File: config.mk
export PLATFORM = sky130hd
export DESIGN_NAME = acc_ctrl_tx_drv
export DESIGN_NICKNAME = d
export VERILOG_FILES = /design/src/rtl/acc_ctrl_tx_drv.sv
export SDC_FILE = /design/constraint.sdc
export NUM_CORES = 1
export LEC_CHECK = 0
export BUFFER_PORTS_ARGS = -buffer_cell sky130_fd_sc_hd__buf_4
export CAP_MARGIN = 15
export CORE_MARGIN = 8
export CORE_UTILIZATION = 51
export CTS_BUF_LIST = sky130_fd_sc_hd__clkbuf_8
export DETAILED_ROUTE_END_ITERATION = 12
export PLACE_DENSITY = 0.77
export SYNTH_ARGS = -nofsm -noshare
export SYNTH_HDL_FRONTEND = slang
export SYNTH_SLANG_ARGS = --single-unit
File: constraint.sdc
create_clock -name clk_i -period 1.95 [get_ports clk_i]
set_clock_uncertainty 0.1 [all_clocks]
set_input_delay 0.2925 -clock clk_i [delete_from_list [all_inputs] [get_ports clk_i]]
set_output_delay 0.2925 -clock clk_i [all_outputs]
set_load 0.005 [all_outputs]
File: src/rtl/acc_ctrl_tx_drv.sv
// rtl/acc_ctrl_tx_drv.sv - serial transmitter for accelerometer/AOM control words
// Source-clocked MSB-first link with one pending slot and optional periodic resend.
module acc_ctrl_tx_drv #(
  parameter int DATA_WIDTH     = 16,
  parameter int SERIAL_MODE    = 1,
  parameter int CLK_DIV        = 2,
  parameter int GAP_BEATS      = 4,
  parameter int REFRESH_CYCLES = 0
) (
  input  logic                   clk_i,
  input  logic                   rst_n_i,
  input  logic [2:0]             class_i,
  input  logic                   class_valid_i,
  output logic                   busy_o,
  output logic                   tx_done_o,
  output logic                   SPI_SCLK,
  output logic [SERIAL_MODE-1:0] SPI_MOSI
);

  localparam int BEATS   = DATA_WIDTH / SERIAL_MODE;
  localparam int GAP_CYC = GAP_BEATS * 2 * CLK_DIV;
  localparam int DIV_W   = (CLK_DIV > 1) ? $clog2(CLK_DIV) : 1;
  localparam int BEAT_W  = (BEATS > 1) ? $clog2(BEATS) : 1;
  localparam int GAP_W   = $clog2(GAP_CYC + 1);
  localparam int REF_W   = (REFRESH_CYCLES > 1) ? $clog2(REFRESH_CYCLES) : 1;

  localparam logic [DIV_W-1:0]      DIV_LAST  = DIV_W'(CLK_DIV - 1);
  localparam logic [BEAT_W-1:0]     BEAT_LAST = BEAT_W'(BEATS - 1);
  localparam logic [GAP_W-1:0]      GAP_LAST  = GAP_W'(GAP_CYC - 1);
  localparam logic [REF_W-1:0]      REF_LAST  = REF_W'((REFRESH_CYCLES > 0) ? REFRESH_CYCLES - 1 : 0);
  localparam logic [DATA_WIDTH-1:0] CODE_BASE = DATA_WIDTH'(16'h5A50);

  typedef enum logic [1:0] {
    ST_IDLE,
    ST_SHIFT,
    ST_GAP
  } state_t;

  state_t                  state_q, state_d;
  logic [DATA_WIDTH-1:0]   shreg_q, shreg_d;
  logic [DATA_WIDTH-1:0]   pend_code_q, pend_code_d;
  logic [DATA_WIDTH-1:0]   last_code_q, last_code_d;
  logic                    pend_v_q, pend_v_d;
  logic [DIV_W-1:0]        div_q, div_d;
  logic [BEAT_W-1:0]       beat_q, beat_d;
  logic [GAP_W-1:0]        gap_q, gap_d;
  logic [REF_W-1:0]        ref_cnt_q, ref_cnt_d;
  logic                    sclk_q, sclk_d;
  logic                    busy_q, busy_d;
  logic                    done_q, done_d;
  logic [DATA_WIDTH-1:0]   strobe_code;
  logic                    refresh_req;

  assign strobe_code = CODE_BASE | DATA_WIDTH'(class_i);
  assign refresh_req = (REFRESH_CYCLES != 0) && (ref_cnt_q == REF_LAST);

  always_comb begin
    state_d     = state_q;
    shreg_d     = shreg_q;
    pend_code_d = pend_code_q;
    pend_v_d    = pend_v_q;
    last_code_d = last_code_q;
    div_d       = div_q;
    beat_d      = beat_q;
    gap_d       = gap_q;
    sclk_d      = sclk_q;
    ref_cnt_d   = ref_cnt_q;

    if (REFRESH_CYCLES != 0) begin
      ref_cnt_d = refresh_req ? '0 : ref_cnt_q + 1'b1;
    end

    // A strobe always claims the slot; a resend only fills an empty one.
    if (class_valid_i) begin
      pend_v_d    = 1'b1;
      pend_code_d = strobe_code;
    end else if (refresh_req && !pend_v_q) begin
      pend_v_d    = 1'b1;
      pend_code_d = last_code_q;
    end

    case (state_q)
      ST_IDLE: begin
        if (class_valid_i || pend_v_q) begin
          shreg_d     = class_valid_i ? strobe_code : pend_code_q;
          last_code_d = class_valid_i ? strobe_code : pend_code_q;
          pend_v_d    = 1'b0;
          ref_cnt_d   = '0;
          div_d       = '0;
          beat_d      = '0;
          sclk_d      = 1'b0;
          state_d     = ST_SHIFT;
        end
      end
      ST_SHIFT: begin
        if (div_q == DIV_LAST) begin
          div_d  = '0;
          sclk_d = ~sclk_q;
          // Falling edge closes the beat: data moves only while SCLK is low.
          if (sclk_q) begin
            shreg_d = shreg_q << SERIAL_MODE;
            if (beat_q == BEAT_LAST) begin
              beat_d  = '0;
              gap_d   = '0;
              state_d = ST_GAP;
            end else begin
              beat_d = beat_q + 1'b1;
            end
          end
        end else begin
          div_d = div_q + 1'b1;
        end
      end
      ST_GAP: begin
        if (gap_q == GAP_LAST) begin
          state_d = ST_IDLE;
        end else begin
          gap_d = gap_q + 1'b1;
        end
      end
      default: state_d = ST_IDLE;
    endcase

    busy_d = (state_d != ST_IDLE);
    done_d = (state_d == ST_GAP) && (gap_d == GAP_LAST);
  end

  always_ff @(posedge clk_i or negedge rst_n_i) begin
    if (!rst_n_i) begin
      state_q     <= ST_IDLE;
      shreg_q     <= '0;
      pend_code_q <= '0;
      pend_v_q    <= 1'b0;
      last_code_q <= CODE_BASE;
      div_q       <= '0;
      beat_q      <= '0;
      gap_q       <= '0;
      ref_cnt_q   <= '0;
      sclk_q      <= 1'b0;
      busy_q      <= 1'b0;
      done_q      <= 1'b0;
    end else begin
      state_q     <= state_d;
      shreg_q     <= shreg_d;
      pend_code_q <= pend_code_d;
      pend_v_q    <= pend_v_d;
      last_code_q <= last_code_d;
      div_q       <= div_d;
      beat_q      <= beat_d;
      gap_q       <= gap_d;
      ref_cnt_q   <= ref_cnt_d;
      sclk_q      <= sclk_d;
      busy_q      <= busy_d;
      done_q      <= done_d;
    end
  end

  assign busy_o    = busy_q;
  assign tx_done_o = done_q;
  assign SPI_SCLK  = sclk_q;
  assign SPI_MOSI  = shreg_q[DATA_WIDTH-1 -: SERIAL_MODE];

endmodule

**Yosys cells after proc, flatten, opt, wreduce, memory -nomap -nowiden**

Cells that the tools add are included.

- Multiplexer cells: 29
- Magnitude comparators: 0
- Add/subtract/negate cells: 3
- Equal/unequal tests: 9
- Bitwise logic cells: 1
- Shift-type cells: 0
- Div/mod/pow operators: 0
- $mul: 0
- Reduce and logical (&&, ||, !) cells: 8

Operator list:

| operator | number |
|---|---|
| $mux 16 | 4 |
| $pmux 16 s2 | 1 |
| $mux 5 | 4 |
| $mux 4 | 4 |
| $eq 5x4->1 const B | 2 |
| $mux 2 | 5 |
| $pmux 5 s2 | 1 |
| $pmux 4 s2 | 1 |
| $mux 1 | 6 |
| $ne 2x2->1 const B | 3 |
| $pmux 2 s3 | 1 |
| $add 5x1->5 const B | 1 |
| $add 4x1->4 const B | 1 |
| $eq 2x2->1 const B | 2 |
| $eq 4x4->1 const B | 1 |
| $pmux 1 s2 | 2 |
| $reduce_and 4->1 | 1 |
| $reduce_bool 2->1 | 2 |
| $reduce_and 3->1 | 1 |
| $eq 2x1->1 const B | 1 |
| $logic_not 2->1 | 1 |
| $reduce_and 2->1 | 1 |
| $add 1x1->1 const B | 1 |
| $logic_and 1x1->1 | 1 |
| other kinds (2) | 2 |

- Bits in read-only memories: 0
- Bits of input ports: 6
- Memory bits (writable): 0
- Flip-flop bits (word level): 48
- Bits in latches: 0
- Memories: 0
- Output and inout bits: 4

**Depth between registers and ports, before layout**

Gate-level depths: netlist of the first run.

- Word-level depth: 7
- Mapped depth: 9
- Mapped depth without buffers: 7

**Worst setup path after synthesis of the first run**

Ideal clock, no wire load.

- Path kind: reg2reg
- From: register state_q[0]
- To: register shreg_q[1]
- Arrival: 1.615 ns
- Stages on the path, launching flop included: 9
- Clock period less this slack: 1.838 ns
- Buffers on the path: 2
- Library setup time: 0.123 ns
- Slack: 0.112 ns
- Path through: dfrtp_1 -> inv_1 -> ha_1 -> nor3b_4 -> or3_1 -> buf_6 -> buf_6 -> nand2_2 -> o31ai_2

- Word-level cells in the longest chain between the ends: 3

Ends and longest elaborated chain:

| element | RTL line | RTL |
|---|---|---|
| start, declared | 39 | `state_t state_q, state_d;` |
| start signal, assigned | 143 | `state_q <= state_d;` |
| $eq 2x1->1 or $logic_not 2->1 (tied branches) | n/a |  |
| $ne 2x2->1 (no source line) or $reduce_bool 2->1 (tied branches) | n/a |  |
| $reduce_and 4->1 (no source line) | n/a |  |
| end signal, assigned | 144 | `shreg_q <= shreg_d;` |
| end, declared | 40 | `logic [DATA_WIDTH-1:0] shreg_q, shreg_d;` |

Several ways; a longest one is shown, not always the timed one.
A chain may end at the register's enable or synchronous reset.

**Worst setup path after layout of the first run**

- From: register gap_q[0]
- To: register busy_q, in the netlist busy_o

- Word-level cells in the longest chain between the ends: 4

Ends and longest elaborated chain:

| element | RTL line | RTL |
|---|---|---|
| start, declared | 46 | `logic [GAP_W-1:0] gap_q, gap_d;` |
| start signal, assigned | 150 | `gap_q <= gap_d;` |
| $eq 5x4->1 | 115 | `if (gap_q == GAP_LAST) begin` |
| $mux 2 | 115 |  |
| $pmux 2 s3 | 82 | `case (state_q)` |
| net state_d[1] | 39 |  |
| $reduce_bool 2->1 | 124 | `busy_d = (state_d != ST_IDLE);` |
| net busy_d | 49 | `logic busy_q, busy_d;` |
| end signal, assigned | 153 | `busy_q <= busy_d;` |
| end, declared | 49 |  |

The timed path passes the listed nets, and every way through them passes these cells.

==> impl_metrics.ini, run 1 <==
[yosys]
synth.area.mux_share_pct = 7.79
async_flop_share_pct = 100
seq_area_frac_synth_pct = 50.8
syn-cell-area_mm2 = 0.00236
netlist.area_leader.share_pct = 50.8
syn-mean-instance-area_um2 = 11.7
synth_top_family_by_area = simple AND/OR/NAND/NOR gates
yosys.area_share.adder_pct = 3.18
synth_area_leader_cell = dfrtp_1
synth_edf_count = 0
synth_area_leaders = dfrtp_1 (51%), mux2i_1 (6.4%), o21ai_2 (4.8%)
synth-simple-area-share_pct = 19.8
synth_top_flop_cell = dfrtp_1
synth_most_common_cell = dfrtp_1
syn_inst = 202
synth_xor_area_share_pct = 0.742
synth-seq-cells = 48
synth_fp_nets = 214
ys_warn_count = 0
synth_compound_area_share_pct = 13.0
synthDistinctLibCells = 45
ys_top_cells_by_count = dfrtp_1 (48), mux2i_1 (15), nand2_2 (15), nand2_1 (13), o21ai_2 (13)

[finish]
antenna_cells = 0
drive_gt1_share_pct = 40.2
syn_to_final_growth_pct = 15.8
post-route-util_pct = 62.0
nets = 240

[placed_design]
hpwl_um = 2900
finalWeightedCongestion = 0.820
numPortBuffers = 9

[clock_tree]
clock-sinks = 48
clkSlewWorstSetupHoldPaths_ns = 0.09
cts_buffers = 5
clk_path_buf_depth = 2
cts-root-buf = clkbuf_8
clkLatencyLatePin_ns = 0.31
cts_tree = built
cts_setup_buffers = 0
h-tree-depth = 2

[sta]
finalMaxSlewViolations = 0
timing.fmax_mhz = 541
fin_tns_setup_ns = 0
period_share_pct = 94.8
relSlewSlack_pct = 60.7
setup_violations = 0
final_hold_viol_count = 0
period_minus_slack_ns = 1.85
tightestPinTransition_ns = 0.590

[routing]
drt-total-wl_um = 4230
ant_nets = 0
vias = 1515
drtIter0Drc = 62
drtPass1Iterations = 4
drt-wirelength-per-cell_um = 15.0
viasPerCell = 5.39
drc_errors = 0

[global_route]
grt_overflow = 0
grt_util_all_layers_pct = 12.4
grt_use_met3_pct = 3.13
grt.met1_usage_pct = 16.6
grt_max_degree = 49
grt.busiest_layer = met2
grt_pass1_wl_um = 7270
grt_pass1_vias = 1504
grt_use_met2_pct = 18.3
grt_antenna_before_repair = 0

[critical_path]
end_kind = register
crit_path_start_kind = register
worstPathRequired_ns = 2.03
crit_fanout = 5
path_class = register to register
worst_ep_arrival_time_ns = 1.93

[die]
dieArea_mm2 = 0.00707
start_util_pct = 53.5
die_w_um = 84.1
die_h_um = 84.1
ios = 10
rows = 24
core-area_mm2 = 0.00441

[pwr]
p_sw_uw = 367
netSwitchingFraction_pct = 21.9
seqPwrFrac_pct = 60.0
p_clk_share_pct = 37.1
power.internal_uw = 1310
vdd_drop_max_v = 0.000467
p_per_area_mw_per_mm2 = 613
p_leak_uw = 0.00131
pwr-share-comb_pct = 2.9

[worst_hold_path]
hp-class = input pin to register

[flow_run]
drv_cap = 0

[run_status]
status = complete, no violations
==> kinds of logic after synthesis <==
| group | count (synthesis) |
|---|---|
| AND/OR/NAND/NOR | 76 |
| flip-flops | 48 |
| AO/OA/AOI/OAI | 37 |
| multiplexers | 18 |
| buffers and inverters | 15 |
| adder cells (fa/ha/maj) | 6 |
| XOR/XNOR | 2 |
==> power by group through the flow <==
stage          clock (µW)  combinational [µW]  sequential (µW)
2_1_floorplan           0                18.3             1020
3_3_place_gp            0                48.6             1030
3_5_place_dp            0                49.9             1030
4_1_cts               637                51.6             1010
5_1_grt               681                56.7             1010
6_report              622                49.4             1010
==> placed cells by master (no fill, tap or decap), drive strengths merged, types with 2 or more instances in the layout <==
| cell type | netlist | final |
|---|---|---|
| nor4 | 3 | 3 |
| nand3 | 7 | 7 |
| and3 | 2 | 2 |
| ha | 6 | 6 |
| nor2b | 8 | 8 |
| nor3b | 2 | 2 |
| and2b | 2 | 2 |
| nand2 | 28 | 28 |
| mux2 | 3 | 3 |
| a21oi | 5 | 5 |
| buf | 8 | 27 |
| a22o | 3 | 3 |
| inv | 5 | 6 |
| a211o | 3 | 3 |
| dfrtp | 48 | 48 |
| nand2b | 2 | 2 |
| xor2 | 2 | 2 |
| clkbuf | 2 | 6 |
| or2 | 7 | 7 |
| a21boi | 2 | 2 |
| nor2 | 11 | 11 |
| o21ai | 18 | 18 |
| mux2i | 15 | 15 |
| o31ai | 2 | 2 |
==> cell type report <==
type                            count  area (µm²)
Fill cell                         347        1680
Sequential cell                    48        1200
Multi-Input combinational cell    139        1100
Timing Repair Buffer               29         258
Clock buffer                        6        82.6
Tap cell                           52        65.1
Inverter                            5        18.8
Clock inverter                      2        13.8
==> final timing paths <==
kind                                 from  slack (ns)  depth (start not counted)             end
max                              gap_q[0]        0.10                          5          busy_o
min                            class_i[0]        0.14                          2  pend_code_q[0]
max reg2reg                      gap_q[0]        0.10                          5          busy_o
min reg2reg                pend_code_q[6]        0.35                          1  pend_code_q[6]
max in group asynchronous         rst_n_i        0.91                          2  pend_code_q[4]
min in group asynchronous         rst_n_i        0.42                          2      shreg_q[1]
==> metal layers <==
metal  vias up  wire length (µm)
li1        751                 -
met1       734              2090
met2        23              1930
met3         7               135
met4         0                73
met5         -                 0
==> state kept, by name (all words and copies together), names as in the netlist <==
name and count:
SPI_SCLK 1, beat_q 4, busy_o 1, div_q 1, gap_q 5, pend_code_q 16
pend_v_q 1, shreg_q 16, state_q 2, tx_done_o 1
==> critical path: stages (launching register included) <==
cell and delay [ns]:
dfrtp_1 0.42, ha_1 0.30, nand4b_2 0.22, a211o_1 0.33, and3_4 0.16, or2_1 0.22
==> metrics by stage <==
stage / hold WS, ns / cells / total power (µW) / worst slack (ns) / cell area, µm²
floorplan: -0.103 / 202 / 1040 / 0.112 / 2360
global placement: 0.236 / 271 / 1070 / 0.00204 / 2550
detailed placement: 0.241 / 271 / 1080 / -0.0398 / 2550
CTS: 0.134 / 281 / 1690 / 0.0494 / 2690
global route: 0.136 / 281 / 1740 / -0.0237 / 2740
finish: 0.137 / 281 / 1680 / 0.101 / 2740
==> what timing repair did <==
action                                  CTS  global route
endpoints found under the setup margin    3             2
gates cloned                              1             0
pin swaps                                 0             2
resized for setup                         1             8
hold endpoints to repair                 48             0
hold buffers                              1             0
No activity file was read; power rests on OpenSTA's default activity.
==> run 2, diff against run 1 <==
--- a/config.mk
+++ b/config.mk
@@ -6,7 +6,8 @@
 export NUM_CORES = 1
 export LEC_CHECK = 0
 export BUFFER_PORTS_ARGS = -buffer_cell sky130_fd_sc_hd__buf_4
-export CAP_MARGIN = 15
+export CAP_MARGIN = 20
+export CORE_ASPECT_RATIO = 1.5
 export CORE_MARGIN = 8
 export CORE_UTILIZATION = 51
 export CTS_BUF_LIST = sky130_fd_sc_hd__clkbuf_8
==> run 2 against run 1 <==
Effect of this change:
- critical path depth is 3 higher
- final cell count is 1.1% lower
- highest routed layer unchanged
- critical endpoint is now tx_done_o
- wire length is 3.4% higher
- sequential share of layout area is 0.30 points lower
- cell area is 0.69% higher
- non-clock buffer count is 1 higher
- total power is 4.7% higher
- first-iteration DRC count is 55% higher
- maximum frequency is 2.5% lower
- global-route usage is 0.82 points higher
==> impl_metrics.ini, run 2 (synthesis gave the netlist of run 1 again) <==
[run_status]
status = complete, no violations

[die]
core-area_mm2 = 0.00450
dieArea_mm2 = 0.00711
rows = 30
start_util_pct = 52.4
die_w_um = 71.6
die_h_um = 99.4
ios = 10

[placed_design]
hpwl_um = 2950
numPortBuffers = 9
finalWeightedCongestion = 0.775

[sta]
tightestPinTransition_ns = 0.599
finalMaxSlewViolations = 0
timing.fmax_mhz = 527
fin_tns_setup_ns = 0
final_hold_viol_count = 0
period_minus_slack_ns = 1.90
period_share_pct = 97.3
hold_ws_ns = 0.138
setup_violations = 0
relSlewSlack_pct = 60.0
rsz0062_at_grt = yes

[routing]
viasPerCell = 5.55
drc_errors = 0
drtIter0Drc = 96
drtPass1Iterations = 4
vias = 1544
ant_nets = 0
drt-total-wl_um = 4370
drt-wirelength-per-cell_um = 15.7

[clock_tree]
cts_buffers = 5
cts_setup_buffers = 0
clkSlewWorstSetupHoldPaths_ns = 0.09
h-tree-depth = 2
clk_path_buf_depth = 2
cts-root-buf = clkbuf_8
clkLatencyLatePin_ns = 0.30
cts_tree = built
clock-sinks = 48

[worst_hold_path]
hp-class = input pin to register

[flow_run]
drv_cap = 0

[critical_path]
crit_fanout = 5
critPathSlowestCell = dfrtp_1
worst_ep_arrival_time_ns = 1.98
crit_path_start_kind = register
worstPathRequired_ns = 2.03
path_class = register to register
end_kind = register
critPathMaxStageDelay_ns = 0.43
cp_cell_sequence = ha_4 -> buf_4 -> buf_4 -> nand2b_1 -> o31a_1 -> a211o_1 -> nand3_2 -> nor4_2
cpMostUsedCell = buf_4

[global_route]
grt_pass1_wl_um = 7560
grt_max_degree = 49
grt_overflow = 0
grt_antenna_before_repair = 0
grt_pass1_vias = 1650
grt_util_all_layers_pct = 13.2

[finish]
layout_common_cells = dfrtp_1 (48), buf_4 (27), mux2i_1 (15), nand2_2 (15)
nets = 241
syn_to_final_growth_pct = 16.6
post-route-util_pct = 61.2
antenna_cells = 0
drive_gt1_share_pct = 40.9
largestRegisters = pend_code_q (16), shreg_q (16), gap_q (5)
final_common_cell = dfrtp_1

[pwr]
p_leak_uw = 0.00131
vdd_drop_max_v = 0.000458
p_per_area_mw_per_mm2 = 637
==> run 2: worst paths after layout <==
check                          startpoint  slack (ns)              end  cells past startpoint
setup / recovery               state_q[0]        0.05        tx_done_o                      8
hold / removal                 class_i[2]        0.14   pend_code_q[2]                      2
setup reg to reg               state_q[0]        0.05        tx_done_o                      8
hold reg to reg            pend_code_q[6]        0.35   pend_code_q[6]                      1
max in group asynchronous         rst_n_i        0.90        beat_q[2]                      2
min in group asynchronous         rst_n_i        0.44  pend_code_q[12]                      2
==> run 2: final cells by class <==
class | instances | area, µm²
sequential | 48 | 1200
clock buffer | 5 | 68.8
multi-input combinational | 139 | 1120
timing repair buffer | 30 | 244
tap | 48 | 60.1
fill | 342 | 1750
inverter | 5 | 18.8
clock inverter | 3 | 42.5
==> run 2: critical path: cells and delay by family (launching register included) <==
family	cells	cell delay, ns
adders and majority gates	1	0.19
DFF	1	0.43
AOI/OAI and AO/OA	2	0.48
buffers and inverters	2	0.29
and+or+nand+nor	3	0.28
==> run 2: repair_timing <==
action / CTS / global route
pin swaps: 0 / 3
hold endpoints to repair: 48 / 0
gates resized for setup: 3 / 10
setup endpoints to repair: 5 / 4
hold buffers: 1 / 0
==> run 2: metrics by stage <==
step	worst slack [ns]	total power, µW	cells	area [µm²]
2_1_floorplan	0.112	1040	202	2360
3_3_place_gp	0.0334	1070	269	2560
3_5_place_dp	-0.0453	1080	269	2560
4_1_cts	0.00180	1780	278	2700
5_1_grt	-0.0204	1820	278	2760
6_report	0.0530	1760	278	2760
==> run 2: layer usage <==
metal | vias up | share of wire (%) | global-route usage, %
met3 | 17 | 3.4 | 3.12
met1 | 740 | 39 | 14.3
met4 | 0 | 3.1 | 7.11
li1 | 755 | - | -
met5 | - | 0 | 0
met2 | 32 | 54 | 22.9
==> run 2: power breakdown <==
part           switching, µW  internal (µW)
clock network            322            379
logic                   31.9           17.2
registers               3.27           1000
==> run 3, diff against run 2 <==
--- a/config.mk
+++ b/config.mk
@@ -12,7 +12,7 @@
 export CORE_UTILIZATION = 51
 export CTS_BUF_LIST = sky130_fd_sc_hd__clkbuf_8
 export DETAILED_ROUTE_END_ITERATION = 12
-export PLACE_DENSITY = 0.77
+export PLACE_DENSITY = 0.74
 export SYNTH_ARGS = -nofsm -noshare
 export SYNTH_HDL_FRONTEND = slang
 export SYNTH_SLANG_ARGS = --single-unit
==> constraint.sdc (replaced) <==
create_clock -name clk_i -period 1.9 [get_ports clk_i]
set_clock_uncertainty 0.1 [all_clocks]
set_input_delay 0.285 -clock clk_i [delete_from_list [all_inputs] [get_ports clk_i]]
set_output_delay 0.285 -clock clk_i [all_outputs]
set_load 0.005 [all_outputs]
==> run 3 against run 2 <==
Effect of this change:
- total power rose by 10%
- global-route usage is 0.15 points higher
- largest cell class unchanged
- utilization rose by 1.5 points
- sequential share of layout area decreased by 1.0 points
- highest routed layer unchanged
- largest power group unchanged
- critical path type unchanged
- critical path depth decreased by 1
==> impl_metrics.ini, run 3 (synthesis gave the netlist of run 1 again) <==
[global_route]
grt_pass1_wl_um = 7460
grt_util_all_layers_pct = 13.3
grt_overflow = 0
grt_pass1_vias = 1656
grt_antenna_before_repair = 0
grt_max_degree = 49

[pwr]
p_sw_uw = 367
vdd_drop_max_v = 0.000379
power.internal_uw = 1560
p_per_area_mw_per_mm2 = 684
pwr-share-comb_pct = 2.6
seqPwrFrac_pct = 53.5
netSwitchingFraction_pct = 19.0
power_uw = 1930
p_clk_share_pct = 44.0
p_leak_uw = 0.00134

[routing]
drtIter0Drc = 88
drtPass1Iterations = 5
drt-wirelength-per-cell_um = 16.2
drt-total-wl_um = 4480
viasPerCell = 5.64
ant_nets = 0
vias = 1556
drc_errors = 0

[clock_tree]
cts-root-buf = clkbuf_8
clkSlewWorstSetupHoldPaths_ns = 0.08
cts_buffers = 5
clock-sinks = 48
h-tree-depth = 2
clk_path_buf_depth = 2
cts_tree = built
clkLatencyLatePin_ns = 0.30

[die]
die_h_um = 99.4
core-area_mm2 = 0.00450
start_util_pct = 52.4
dieArea_mm2 = 0.00711
die_w_um = 71.6
rows = 30
ios = 10

[sta]
fin_tns_setup_ns = 0
final_hold_viol_count = 0
period_minus_slack_ns = 1.87
period_share_pct = 98.5
setup_violations = 0
timing.fmax_mhz = 535
hold_ws_ns = 0.130
relSlewSlack_pct = 60.5
finalMaxSlewViolations = 0
tightestPinTransition_ns = 0.592

[finish]
syn_to_final_growth_pct = 19.5
largestRegisters = pend_code_q (16), shreg_q (16), gap_q (5)
nFillCells = 349
final-seq-area_mm2 = 0.00120
final_common_cell = dfrtp_1
drive_gt1_share_pct = 41.2
post-route-util_pct = 62.7
multi_input_area_mm2 = 0.00115
layout_common_cells = dfrtp_1 (48), buf_4 (24), mux2i_1 (15), nand2_2 (15), o21ai_2 (14)
final_area_mm2 = 0.00282
antenna_cells = 0
nets = 240

[critical_path]
r2r_cells = 7
critPathMaxStageDelay_ns = 0.46
worst_ep_arrival_time_ns = 1.96
end_kind = register
r2r_slack_ns = 0.03
crit_path_start_kind = register
crit_fanout = 11
worstPathRequired_ns = 1.99
path_class = register to register
critPathSlowestCell = or3_4
cp_cell_sequence = buf_4 -> ha_4 -> a21boi_4 -> or3_4 -> buf_12 -> nand2_2 -> o31ai_4

[placed_design]
finalWeightedCongestion = 0.821
hpwl_um = 2820
numPortBuffers = 9
placed_area_mm2 = 0.00255

[flow_run]
drv_cap = 0

[run_status]
status = complete, no violations

[worst_hold_path]
hp-class = input pin to register
holdPathStages = 2
[run 3: timing repair]
action / in CTS / in global routing
hold endpoints to repair: 48 / 0
hold buffers: 1 / 0
pin swaps: 1 / 7
setup buffers: 1 / 0
setup endpoints to repair: 18 / 4
resized for setup: 7 / 16
[run 3: path summary, 6_finish.rpt]
kind,endpoint,startpoint
worst min-delay path,pend_code_q[1],class_i[1]
worst max-delay path,shreg_q[2],state_q[0]
worst min register to register,pend_code_q[6],pend_code_q[6]
worst max register to register,shreg_q[2],state_q[0]
max in group asynchronous,SPI_SCLK,rst_n_i
min in group asynchronous,pend_code_q[13],rst_n_i
[run 3: power groups by stage]
stage                     sequential (µW)  combinational [µW]  clock [µW]
after global routing                 1030                58.5         908
after floorplan                      1050                18.8           0
after global placement               1050                49.9           0
after detailed placement             1050                51.2           0
final                                1030                50.0         849
after CTS                            1030                52.5         874
[run 3: per-stage QoR]
stage	worst slack (ns)	std cells
after floorplan	0.0621	202
after global placement	-0.0236	267
after detailed placement	-0.0656	267
after CTS	0.00573	276
after global routing	-0.0177	276
final	0.0291	276
[run 3: per-layer routing]
layer  vias up  share of wire (%)  wire length (µm)  GRT usage, %
met5         -                  0                 0             0
met4         0                3.2               142          8.21
met3        17                3.0               134          2.92
met2        30                 52              2350          22.3
met1       760                 41              1850          15.0
li1        749                  -                 -             -
[run 3: layout make-up]
type	count	area share (%)
tap	48	2.13
inverter	5	0.665
clock buffer	5	2.44
sequential	48	42.6
multi-input combinational	139	40.8
timing repair buffer	29	9.26
clock inverter	2	2.13
[run 3: worst max-delay path, delay by kind of cell, from the launching register on]
family | cells | cell delay (ns)
flip-flops | 1 | 0.40
buffers and inverters | 2 | 0.32
AND/OR/NAND/NOR | 2 | 0.54
AO/OA/AOI/OAI | 2 | 0.21
adder cells (fa/ha/maj) | 1 | 0.17
